[config.mk]
export PLATFORM = sky130hd
export DESIGN_NAME = sram512_arb_flat
export DESIGN_NICKNAME = d
export VERILOG_FILES = /design/src/rtl/sram512_arb_pkg.sv /design/src/rtl/sram512_arb_if.sv /design/src/rtl/sram512_arb_rr_arb.sv /design/src/rtl/sram512_arb.sv /design/src/flat_wrapper.sv
export SDC_FILE = /design/constraint.sdc
export NUM_CORES = 1
export LEC_CHECK = 0
export ABC_AREA = 1
export ABC_CLOCK_PERIOD_IN_PS = 4900
export CORE_AREA = 2 2 148 150
export CTS_CLUSTER_SIZE = 12
export DETAILED_ROUTE_END_ITERATION = 16
export DIE_AREA = 0 0 150 152
export PLACE_DENSITY_LB_ADDON = 0.1
export SYNTH_ARGS = -nofsm -noshare
export SYNTH_HDL_FRONTEND = slang
export SYNTH_HIERARCHICAL = 1
export SYNTH_SLANG_ARGS = --single-unit
[constraint.sdc]
create_clock -name clk -period 4.9 [get_ports clk]
set_clock_uncertainty 0.15 [all_clocks]
set_input_delay 0.98 -clock clk [delete_from_list [all_inputs] [get_ports clk]]
set_output_delay 0.98 -clock clk [all_outputs]
set_load 0.01 [all_outputs]
[src/rtl/sram512_arb_pkg.sv]
// Shared widths, parking default and requester tag type for the sram512_arb slice.
package sram512_arb_pkg;

  localparam int SRAM_AW = 9;
  localparam int SRAM_DW = 64;
  localparam logic [SRAM_AW-1:0] PARK_ADDR_DEF = 9'd511;
  localparam int MAX_REQ = 4;

  typedef logic [MAX_REQ-1:0] req_tag_t;

  function automatic logic tag_any(input req_tag_t tag);
    return |tag;
  endfunction

endpackage

[src/rtl/sram512_arb_if.sv]
// Requester-side write/read handshake and response bus of sram512_arb.
interface sram512_arb_if #(parameter int NUM_REQ = 2) ();
  import sram512_arb_pkg::*;

  logic [NUM_REQ-1:0]              wr_valid;
  logic [NUM_REQ-1:0][SRAM_AW-1:0] wr_addr;
  logic [NUM_REQ-1:0][SRAM_DW-1:0] wr_data;
  logic [NUM_REQ-1:0]              wr_ready;
  logic [NUM_REQ-1:0]              rd_valid;
  logic [NUM_REQ-1:0][SRAM_AW-1:0] rd_addr;
  logic [NUM_REQ-1:0]              rd_ready;
  logic [NUM_REQ-1:0]              rd_rsp_valid;
  logic [SRAM_DW-1:0]              rd_rsp_data;

  modport master (
    output wr_valid, wr_addr, wr_data, rd_valid, rd_addr,
    input  wr_ready, rd_ready, rd_rsp_valid, rd_rsp_data
  );

  modport slave (
    input  wr_valid, wr_addr, wr_data, rd_valid, rd_addr,
    output wr_ready, rd_ready, rd_rsp_valid, rd_rsp_data
  );

endinterface

[src/rtl/sram512_arb_rr_arb.sv]
// Round-robin arbiter: search starts at the pointer, pointer moves past each winner.
module rr_arb #(
  parameter int N = 2
) (
  input  logic         clk,
  input  logic         rst,
  input  logic [N-1:0] req,
  output logic [N-1:0] gnt
);

  localparam int PW = (N > 1) ? $clog2(N) : 1;

  logic [PW-1:0] ptr_q;
  logic [PW-1:0] ptr_d;
  logic [PW-1:0] win_s;
  logic          found_s;
  logic [N-1:0]  gnt_s;
  logic [PW:0]   cand_s [N];

  // first requester at or after the pointer, wrapping modulo N
  always_comb begin
    gnt_s   = '0;
    win_s   = '0;
    found_s = 1'b0;
    for (int k = 0; k < N; k++) begin
      cand_s[k] = {1'b0, ptr_q} + (PW+1)'(k);
      if (cand_s[k] >= (PW+1)'(N)) begin
        cand_s[k] = cand_s[k] - (PW+1)'(N);
      end else begin
        cand_s[k] = cand_s[k];
      end
      if (!found_s && req[cand_s[k][PW-1:0]]) begin
        found_s                   = 1'b1;
        win_s                     = cand_s[k][PW-1:0];
        gnt_s[cand_s[k][PW-1:0]]  = 1'b1;
      end else begin
        found_s = found_s;
      end
    end
  end

  always_comb begin
    if (rst) begin
      gnt   = '0;
      ptr_d = ptr_q;
    end else if (found_s) begin
      gnt   = gnt_s;
      ptr_d = (win_s == PW'(N-1)) ? '0 : win_s + PW'(1);
    end else begin
      gnt   = gnt_s;
      ptr_d = ptr_q;
    end
  end

  always_ff @(posedge clk or posedge rst) begin
    if (rst) begin
      ptr_q <= '0;
    end else begin
      ptr_q <= ptr_d;
    end
  end

endmodule

[src/rtl/sram512_arb.sv]
// Shares one write and one read port of sram_512x64 among NUM_REQ requesters.
// Optional same-cycle write-to-read forwarding is enabled by defining SRAM_ARB_FWD_EN.
module sram512_arb
  import sram512_arb_pkg::*;
#(
  parameter int                 NUM_REQ   = 2,
  parameter logic [SRAM_AW-1:0] PARK_ADDR = PARK_ADDR_DEF
) (
  input  logic               clk,
  input  logic               rst,
  sram512_arb_if.slave       bus,
  output logic [SRAM_AW-1:0] sram_waddr,
  output logic [SRAM_DW-1:0] sram_wdata,
  output logic [SRAM_AW-1:0] sram_raddr,
  input  logic [SRAM_DW-1:0] sram_rdata
);

  logic [NUM_REQ-1:0] wr_gnt_s;
  logic [NUM_REQ-1:0] rd_gnt_s;
  logic               rd_park_s;
  logic [SRAM_DW-1:0] rdata_eff_s;

  req_tag_t           tag1_q, tag1_d;
  logic               park1_q, park1_d;
  logic [NUM_REQ-1:0] rsp_valid_q, rsp_valid_d;
  logic [SRAM_DW-1:0] rsp_data_q, rsp_data_d;

  rr_arb #(.N(NUM_REQ)) u_wr_arb (.clk(clk), .rst(rst), .req(bus.wr_valid), .gnt(wr_gnt_s));
  rr_arb #(.N(NUM_REQ)) u_rd_arb (.clk(clk), .rst(rst), .req(bus.rd_valid), .gnt(rd_gnt_s));

  assign bus.wr_ready     = wr_gnt_s;
  assign bus.rd_ready     = rd_gnt_s;
  assign bus.rd_rsp_valid = rsp_valid_q;
  assign bus.rd_rsp_data  = rsp_data_q;

  // idle write cycles land on the scratch address because the SRAM always writes
  always_comb begin
    sram_waddr = PARK_ADDR;
    sram_wdata = '0;
    sram_raddr = PARK_ADDR;
    for (int i = 0; i < NUM_REQ; i++) begin
      if (wr_gnt_s[i]) begin
        sram_waddr = bus.wr_addr[i];
        sram_wdata = bus.wr_data[i];
      end else begin
        sram_waddr = sram_waddr;
      end
      if (rd_gnt_s[i]) begin
        sram_raddr = bus.rd_addr[i];
      end else begin
        sram_raddr = sram_raddr;
      end
    end
    rd_park_s = (|rd_gnt_s) && (sram_raddr == PARK_ADDR);
  end

`ifdef SRAM_ARB_FWD_EN
  logic               fwd_hit_q, fwd_hit_d;
  logic [SRAM_DW-1:0] fwd_data_q, fwd_data_d;

  always_comb begin
    fwd_hit_d  = (|wr_gnt_s) && (|rd_gnt_s) && (sram_waddr == sram_raddr) && !rd_park_s;
    fwd_data_d = sram_wdata;
    if (fwd_hit_q) begin
      rdata_eff_s = fwd_data_q;
    end else begin
      rdata_eff_s = sram_rdata;
    end
  end

  always_ff @(posedge clk or posedge rst) begin
    if (rst) begin
      fwd_hit_q  <= 1'b0;
      fwd_data_q <= '0;
    end else begin
      fwd_hit_q  <= fwd_hit_d;
      fwd_data_q <= fwd_data_d;
    end
  end
`else
  assign rdata_eff_s = sram_rdata;
`endif

  // tag stage 1 tracks the SRAM read cycle, stage 2 is the response pulse
  always_comb begin
    tag1_d      = req_tag_t'(rd_gnt_s);
    park1_d     = rd_park_s;
    rsp_valid_d = tag1_q[NUM_REQ-1:0];
    if (tag_any(tag1_q)) begin
      rsp_data_d = park1_q ? '0 : rdata_eff_s;
    end else begin
      rsp_data_d = rsp_data_q;
    end
  end

  always_ff @(posedge clk or posedge rst) begin
    if (rst) begin
      tag1_q      <= '0;
      park1_q     <= 1'b0;
      rsp_valid_q <= '0;
      rsp_data_q  <= '0;
    end else begin
      tag1_q      <= tag1_d;
      park1_q     <= park1_d;
      rsp_valid_q <= rsp_valid_d;
      rsp_data_q  <= rsp_data_d;
    end
  end

endmodule

[src/flat_wrapper.sv]
// flat-port wrapper written by rule: the top's interface ports become plain ports
module sram512_arb_flat import sram512_arb_pkg::*;
#(
  parameter int                 NUM_REQ   = 2,
  parameter logic [SRAM_AW-1:0] PARK_ADDR = PARK_ADDR_DEF
)
  (clk, rst, sram_waddr, sram_wdata, sram_raddr, sram_rdata, bus_wr_valid, bus_wr_addr, bus_wr_data, bus_rd_valid, bus_rd_addr, bus_wr_ready, bus_rd_ready, bus_rd_rsp_valid, bus_rd_rsp_data);
  sram512_arb_if #(.NUM_REQ(NUM_REQ)) bus_i ();
  input  logic clk;
  input  logic rst;
  output logic [SRAM_AW-1:0] sram_waddr;
  output logic [SRAM_DW-1:0] sram_wdata;
  output logic [SRAM_AW-1:0] sram_raddr;
  input  logic [SRAM_DW-1:0] sram_rdata;
  input wire logic [$bits(bus_i.wr_valid)-1:0] bus_wr_valid;
  input wire logic [$bits(bus_i.wr_addr)-1:0] bus_wr_addr;
  input wire logic [$bits(bus_i.wr_data)-1:0] bus_wr_data;
  input wire logic [$bits(bus_i.rd_valid)-1:0] bus_rd_valid;
  input wire logic [$bits(bus_i.rd_addr)-1:0] bus_rd_addr;
  output wire logic [$bits(bus_i.wr_ready)-1:0] bus_wr_ready;
  output wire logic [$bits(bus_i.rd_ready)-1:0] bus_rd_ready;
  output wire logic [$bits(bus_i.rd_rsp_valid)-1:0] bus_rd_rsp_valid;
  output wire logic [$bits(bus_i.rd_rsp_data)-1:0] bus_rd_rsp_data;
  assign bus_i.wr_valid = bus_wr_valid;
  assign bus_i.wr_addr = bus_wr_addr;
  assign bus_i.wr_data = bus_wr_data;
  assign bus_i.rd_valid = bus_rd_valid;
  assign bus_i.rd_addr = bus_rd_addr;
  assign bus_wr_ready = bus_i.wr_ready;
  assign bus_rd_ready = bus_i.rd_ready;
  assign bus_rd_rsp_valid = bus_i.rd_rsp_valid;
  assign bus_rd_rsp_data = bus_i.rd_rsp_data;
  sram512_arb #(.NUM_REQ(NUM_REQ), .PARK_ADDR(PARK_ADDR)) u_core (.clk(clk), .rst(rst), .bus(bus_i), .sram_waddr(sram_waddr), .sram_wdata(sram_wdata), .sram_raddr(sram_raddr), .sram_rdata(sram_rdata));
endmodule
After elaboration in Yosys (flattened, before gate mapping). Cells that the tools add are included.

Muxes and demuxes: 43. Bitwise gates (word level): 3. Equal/unequal tests: 1. Order comparisons: 12. Add/sub/neg operators: 8. Reduce and logical (&&, ||, !) cells: 13.

Operator list (number): 64-bit two-way mux (3); 9-bit two-way mux (4); 1-bit two-way mux (26); 2-bit two-way mux (6); 9-bit equality test (second input constant) (1); 1-bit by 2-bit less-than comparator with 1-bit output (second input constant) (4); 1-bit logical AND (7); 1-bit by 1-bit adder with 2-bit output (second input constant) (2); 1-bit demux with 1-bit select (4); 1-bit >= comparator (second input constant) (4); 1-bit by 2-bit >= comparator with 1-bit output (second input constant) (2); 2-bit >= comparator (second input constant) (2); 2-bit bitwise OR (2); 2-bit AND reduction (2); 2-bit OR reduction (2); 1-bit subtractor (second input constant) (4); 1-bit adder (second input constant) (2); 1-bit zero test (2); 1-bit NOT (1).

Flip-flop bits (word level): 71. Input bits: 234. Logic and storage cells: 86.

Logic depth before layout (Yosys ltp). Gate-level depths: netlist of run 1.

Depth after elaboration: 14. Depth in mapped cells: 10.

Modules after synthesis. Netlist of run 1, hierarchy kept.

By module, submodules not included: sram512_arb (sequential area each 1726.7 um^2, instances 1, cells an instance 426, area an instance 4426.7 um^2); rr_arb (sequential area each 25.0 um^2, instances 2, cells an instance 11, area an instance 68.8 um^2).

Worst setup path after synthesis of run 1. OpenSTA, ideal clock, no wires.

Kind: input -> output. Start: in rst. End: out sram_wdata[10]. Path buffers: 1. Data arrival time: 2087 ps. Stages: 8. Setup slack: 1683 ps. Cell sequence: inv_2 nand2_1 a21oi_1 inv_2 nand2_4 inv_6 buf_6 a22o_1.

Elaborated cells between the ends (all ways): 3. Those cells by class: 3 x mux.

RTL lines: from (decl) (RTL line flat_wrapper.sv:10) `input logic rst;`; 2-bit two-way mux (RTL line sram512_arb_rr_arb.sv:43) `if (rst) begin`; net bus_wr_ready[1] (RTL line flat_wrapper.sv:20) `output wire logic [$bits(bus_i.wr_ready)-1:0] bus_wr_ready;`; 64-bit two-way mux (RTL line sram512_arb.sv:42) `if (wr_gnt_s[i]) begin`; to (decl) (RTL line flat_wrapper.sv:12) `output logic [SRAM_DW-1:0] sram_wdata;`.

The timed path passes the listed nets, and every way through them passes these cells.

Final worst setup path of run 1.
Start: in rst. End: out sram_wdata[9].

Word-level cells in the longest chain between the ends: 3.

Ends and longest elaborated chain (RTL line): 2-bit two-way mux * (sram512_arb_rr_arb.sv:43); 64-bit two-way mux (sram512_arb.sv:42); 64-bit two-way mux * (sram512_arb.sv:42).

Every way passes the cells marked *; elsewhere a longest branch is shown, timed or not.

==> qor.yml, run 1 <==
outcome: "finished, final reports clean"
nets: 1051
final-hold-violation-count: 0
required_ns: 3.77
crit_path_top_delay_cell: "clkdlybuf4s50_1"
drt_iter0_drc: 208
routed_wl_um: 19600
start_util_pct: 21.4
dp.cells: 1086
r2r-end: "u_core/bus.rd_rsp_data[60]"
place_ws_ns: 0.348
cts_sinks: 71
timing.final.max_slew_violations: 0
final_antenna_net_count: 0
critPathMaxStageDelay_ns: 0.57
die_w_um: 150
ys.warnings.count: 6
cts_resized: 0
post_cts_buffers: 0
grt_pass1_wl_um: 29000
p_leak_nw: 3.63
slew_headroom_pct: 38.6
cts.path.max_buffers: 2
vias: 4630
r2r_start: "u_core/park1_q"
drc: 0
synthCells: 448
path_clk_slew_ns: 0.06
die_h_um: 152
grt_pass1_vias: 4963
antenna_found_initial: 0
io-pin-count: 386
clk-insertion-delay-late_ns: 0.34
rrSetupSlack_ns: 2.82
worst_setup_path_start_kind: "input pin"
gr-total-overflow: 0
rows: 54
fmax_mhz: 222
cts_hold_buf: 0
synth_fp_nets: 682
dieArea_mm2: 0.0228
setup_slack_ns: 0.403
rsz0062_at_grt: "false"
cp_max_fo: 64
synth.distinct_cells: 24
holdCritStartpoint: "u_core/tag1_q[0]"
worstMarginPinSlew_ns: 0.921
syn-mean-instance-area_um2: 10.2
finalCritPeriodShare_pct: 91.8
final_cell_mix: "clkdlybuf4s50_1 (385), inv_1 (86), dfrtp_1 (71), o21ai_2 (64), a22o_1 (64)"
synth_seq_cells: 71
hp-class: "reg -> reg"
crit_buf_inv: 4
cpLargestDelayFamily: "buffers and inverters"
core_area_mm2: 0.0214
numCtsBuffers: 9
final_core_util_pct: 41.1
synth-seq-area-share_pct: 38.9
setup_viol: 0
root_buffer: "clkbuf_16"
instances_no_fill: 1102
power_density_mw_per_mm2: 286
criticalPathCategory: "in -> out"
final_common_cell: "clkdlybuf4s50_1"
crit_path_end_kind: "output pin"
reg2reg_depth: 4
cts_tree: "done"
cpMostUsedCell: "clkdlybuf4s50_1"
grt_max_degree: 75
dr.pass1.iters: 4
diodes: 0
vias_per_cell: 4.20
portBuffers: 385
critical_path_arrival_ns: 3.37
tns_ns: 0
fill_cells: 2130
syn_to_final_growth_pct: 92.5
drive_above_1_share_pct: 19.0
min_period_ns: 4.50
dpl.hpwl_um: 15600
hold_path_depth: 0
grtUsageTotal_pct: 16.8
holdPathEnd: "u_core/bus.rd_rsp_valid[0]"
crit_chain: "clkdlybuf4s50_1 > inv_2 > nand2_2 > a21oi_1 > nand2_4 > inv_6 > a22o_1 > clkdlybuf4s50_1"
wl_per_cell_um: 17.7
ir_drop_uv: 109
max_cap_viol_count: 0
place_congestion: 0.933
syn_area_mm2: 0.00456
htree_num_levels: 3
## cell type report
| type | instances | area, um2 | share of cell area, % |
|---|---|---|---|
| inverters | 93 | 358 | 4.07 |
| flip-flops and latches | 71 | 1780 | 20.2 |
| well taps | 280 | 350 | 3.99 |
| clock buffers | 9 | 225 | 2.56 |
| multi-input cells | 250 | 2050 | 23.3 |
| repair buffers | 392 | 3930 | 44.8 |
| clock inverters | 7 | 95.1 | 1.08 |
## cell families after synthesis
logic type	after synthesis	synth area share (%)
compound gates	145	27.2
simple gates	105	17.5
flops	71	38.9
buf+inv	127	16.4
## flip-flops by register name, indices dropped and copies added (netlist names), named ones only
signal	flops
u_core/park1_q	1
u_core/tag1_q	2
u_core/bus.rd_rsp_valid	2
u_core/bus.rd_rsp_data	64
## power by group
group	total (mW)	internal, mW	switching (mW)
registers	0.761	0.702	0.0593
logic	1.04	0.589	0.449
clock network	0.710	0.446	0.264
## how the worst max path moves through the flow
stage | start | to | cells after the start
6_report | rst | sram_wdata[9] | 8
5_1_grt | rst | sram_wdata[9] | 8
4_1_cts | rst | sram_wdata[9] | 8
3_5_place_dp | rst | sram_wdata[9] | 9
3_3_place_gp | rst | sram_wdata[9] | 8
2_1_floorplan | rst | sram_wdata[10] | 8
## worst register-to-register path, stage by stage, from the launching register on
cell	delay (ns)
dfrtp_1	0.34
clkinv_2	0.64
buf_4	0.60
nand3_2	0.15
o21ai_2	0.06
## synthesized netlist by cell type (all sizes together)
cell	count	area [um2]
nand3	69	626
or2	3	21.3
a21oi	4	20.0
o21ai	68	581
o22a	9	78.8
buf	34	394
nor2	7	26.3
nand2	23	101
inv	93	357
a22o	64	561
dfrtp	71	1780
nand3b	3	22.5
## metal layers
metal	share of wire, %	track usage [%]
met5	0	0
met4	3.6	7.37
met3	7.8	4.95
met2	52	30.2
met1	37	18.1
## per-stage QoR
stage / instance area (um2) / hold WS, ns / power (mW)
after global placement: 8460 / 0.216 / 1.82
after global routing: 8780 / 0.250 / 2.66
after floorplan: 4560 / 0.205 / 1.25
after detailed placement: 8460 / 0.219 / 1.82
after CTS: 8780 / 0.233 / 2.56
final: 8780 / 0.230 / 2.51
No activity file was read; power rests on OpenSTA's default activity.
==> inputs of run 2 (changes only) <==
--- a/config.mk
+++ b/config.mk
@@ -6,7 +6,7 @@
 export NUM_CORES = 1
 export LEC_CHECK = 0
 export ABC_AREA = 1
-export ABC_CLOCK_PERIOD_IN_PS = 4900
+export CAP_MARGIN = 10
 export CORE_AREA = 2 2 148 150
 export CTS_CLUSTER_SIZE = 12
 export DETAILED_ROUTE_END_ITERATION = 16
==> results of run 2 <==
Same layout as run 1: the final DEF is identical, and so are final timing and power.
==> inputs of run 3 (changes only) <==
--- a/config.mk
+++ b/config.mk
@@ -7,10 +7,11 @@
 export LEC_CHECK = 0
 export ABC_AREA = 1
 export CAP_MARGIN = 10
-export CORE_AREA = 2 2 148 150
+export CORE_AREA = 2 2 150 152
+export CTS_BUF_LIST = sky130_fd_sc_hd__clkbuf_4 sky130_fd_sc_hd__clkbuf_8
 export CTS_CLUSTER_SIZE = 12
 export DETAILED_ROUTE_END_ITERATION = 16
-export DIE_AREA = 0 0 150 152
+export DIE_AREA = 0 0 152 154
 export PLACE_DENSITY_LB_ADDON = 0.1
 export SYNTH_ARGS = -nofsm -noshare
 export SYNTH_HDL_FRONTEND = slang
==> run 3 against run 2 <==
Compared with the run above:
- worst setup slack got worse by 0.19 ns
- first-iteration DRC count increased by 7.2%
- via count increased by 2.7%
- register-to-register slack improved by 0.08 ns
- non-clock buffer count increased by 2
- combinational power about the same
- global-route usage increased by 3.0 points
- critical endpoint is now sram_wdata[0]
- highest routed layer unchanged
==> qor.yml, run 3 (synthesis results as in run 1) <==
outcome: "finished, final reports clean"
dpl_cell_area_mm2: 0.00848  # +0.18%
grtUsageTotal_pct: 19.8  # +3.0 points
hp-class: "reg -> reg"
holdCritStartpoint: "u_core/tag1_q[1]"
drc: 0  # unchanged
finalCritPeriodShare_pct: 95.7  # +4.0 points
drive_above_1_share_pct: 19.2  # +0.20 points
worstMarginPinSlew_ns: 0.943  # +0.0226 ns
drt_iter0_drc: 223  # +7.2%
cts.path.max_buffers: 2  # unchanged
grt_max_degree: 110  # +47%
cts_hold_buf: 0  # unchanged
path_clk_slew_ns: 0.09  # +0.03 ns
rsz0062_at_grt: "false"
die_w_um: 152  # +1.3%
tns_ns: 0  # unchanged
dp.cells: 1088  # +0.18%
root_buffer: "clkbuf_8"
clk-insertion-delay-late_ns: 0.36  # +0.02 ns
largest_reg_flops: 64  # unchanged
die_h_um: 154  # +1.3%
htree_num_levels: 3  # unchanged
io-pin-count: 386  # unchanged
grt_pass1_wl_um: 33800  # +17%
holdWs_ns: 0.249  # +0.0191 ns
antenna_found_initial: 4  # +4
final_core_util_pct: 40.0  # -1.1 points
final_cell_area_mm2: 0.00867  # -1.3%
critical_path_arrival_ns: 3.56  # +0.19 ns
hold_path_depth: 0  # unchanged
dpl.hpwl_um: 19800  # +27%
r2r-end: "u_core/bus.rd_rsp_data[39]"
rows: 54  # unchanged
reg2reg_depth: 4  # unchanged
worst_setup_path_start_kind: "input pin"
numCtsBuffers: 9  # unchanged
place_congestion: 0.894  # -4.2%
power_density_mw_per_mm2: 263  # -8.1%
slew_headroom_pct: 37.1  # -1.5 points
syn_to_final_growth_pct: 90.0
criticalPathCategory: "in -> out"
final-hold-violation-count: 0  # unchanged
core_area_mm2: 0.0217  # +1.6%
final_common_cell: "clkdlybuf4s50_1"
p_leak_nw: 3.58  # -1.5%
final_antenna_net_count: 0  # unchanged
cts_sinks: 71  # unchanged
portBuffers: 385  # unchanged
cts_tree: "done"
fill_cells: 2152  # +1.0%
rrSetupSlack_ns: 2.90  # +0.08 ns
gr-total-overflow: 0  # unchanged
final_cell_mix: "clkdlybuf4s50_1 (385), inv_1 (86), dfrtp_1 (71), o21ai_2 (64), a22o_1 (64)"
start_util_pct: 21.0  # -0.33 points
routed_wl_um: 23900  # +22%
required_ns: 3.77  # about the same
dieArea_mm2: 0.0234  # +2.7%
grt_pass1_vias: 4961  # -0.040%
cp_max_fo: 22  # -66%
dr.pass1.iters: 4  # unchanged
crit_path_end_kind: "output pin"
instances_no_fill: 1107  # +0.45%
wl_per_cell_um: 21.5  # +21%
holdPathEnd: "u_core/bus.rd_rsp_valid[1]"
cts_resized: 0  # unchanged
max_cap_viol_count: 0  # unchanged
vias: 4755  # +2.7%
setup_viol: 0  # unchanged
fmax_mhz: 213  # -4.1%
nets: 1053  # +0.19%
r2r_start: "u_core/park1_q"
ir_drop_uv: 102  # -6.7%
post_cts_buffers: 0  # unchanged
vias_per_cell: 4.30  # +2.2%
min_period_ns: 4.69  # +0.194 ns
timing.final.max_slew_violations: 0  # unchanged
run 3: per-stage QoR:
step | setup WS (ns) | total power, mW
finish | 0.209 | 2.28
global route | 0.130 | 2.42
CTS | 0.217 | 2.33
detailed placement | 0.229 | 1.85
global placement | 0.187 | 1.84
floorplan | 1.68 | 1.25
run 3: metal layers:
layer  part of all wire (%)  track usage [%]
met5                      0                0
met4                    1.1             5.12
met3                    5.6             4.40
met2                     55             37.7
met1                     38             22.2
run 3: worst max path at each step:
stage	slack, ns	start	depth (start not counted)	to
finish	0.21	rst	9	sram_wdata[0]
global route	0.13	rst	9	sram_wdata[7]
CTS	0.22	rst	9	sram_wdata[0]
detailed placement	0.23	rst	9	sram_wdata[0]
global placement	0.19	rst	9	sram_wdata[0]
floorplan	1.68	rst	8	sram_wdata[10]
run 3: report_power, final:
group / internal [mW] / total (mW) / switching, mW
combinational: 0.590 / 1.06 / 0.469
clock: 0.204 / 0.454 / 0.250
sequential: 0.701 / 0.765 / 0.0642
total: 1.49 / 2.28 / 0.783
run 3: critical path, stage by stage:
cell	delay [ns]
clkdlybuf4s50_1	0.48
inv_2	0.12
nand2_2	0.06
a21oi_1	0.31
nand2_4	0.17
inv_6	0.23
buf_4	0.27
a22o_1	0.32
clkdlybuf4s50_1	0.61
run 3: layout make-up:
type,count,area (um2),area share [%]
Timing Repair Buffer,394,3950,45.5
Multi-Input combinational cell,250,2050,23.6
Sequential cell,71,1780,20.5
Inverter,93,358,4.13
Tap cell,280,350,4.04
Clock buffer,10,138,1.59
Clock inverter,6,50.0,0.577
Antenna cell,3,7.51,0.0865
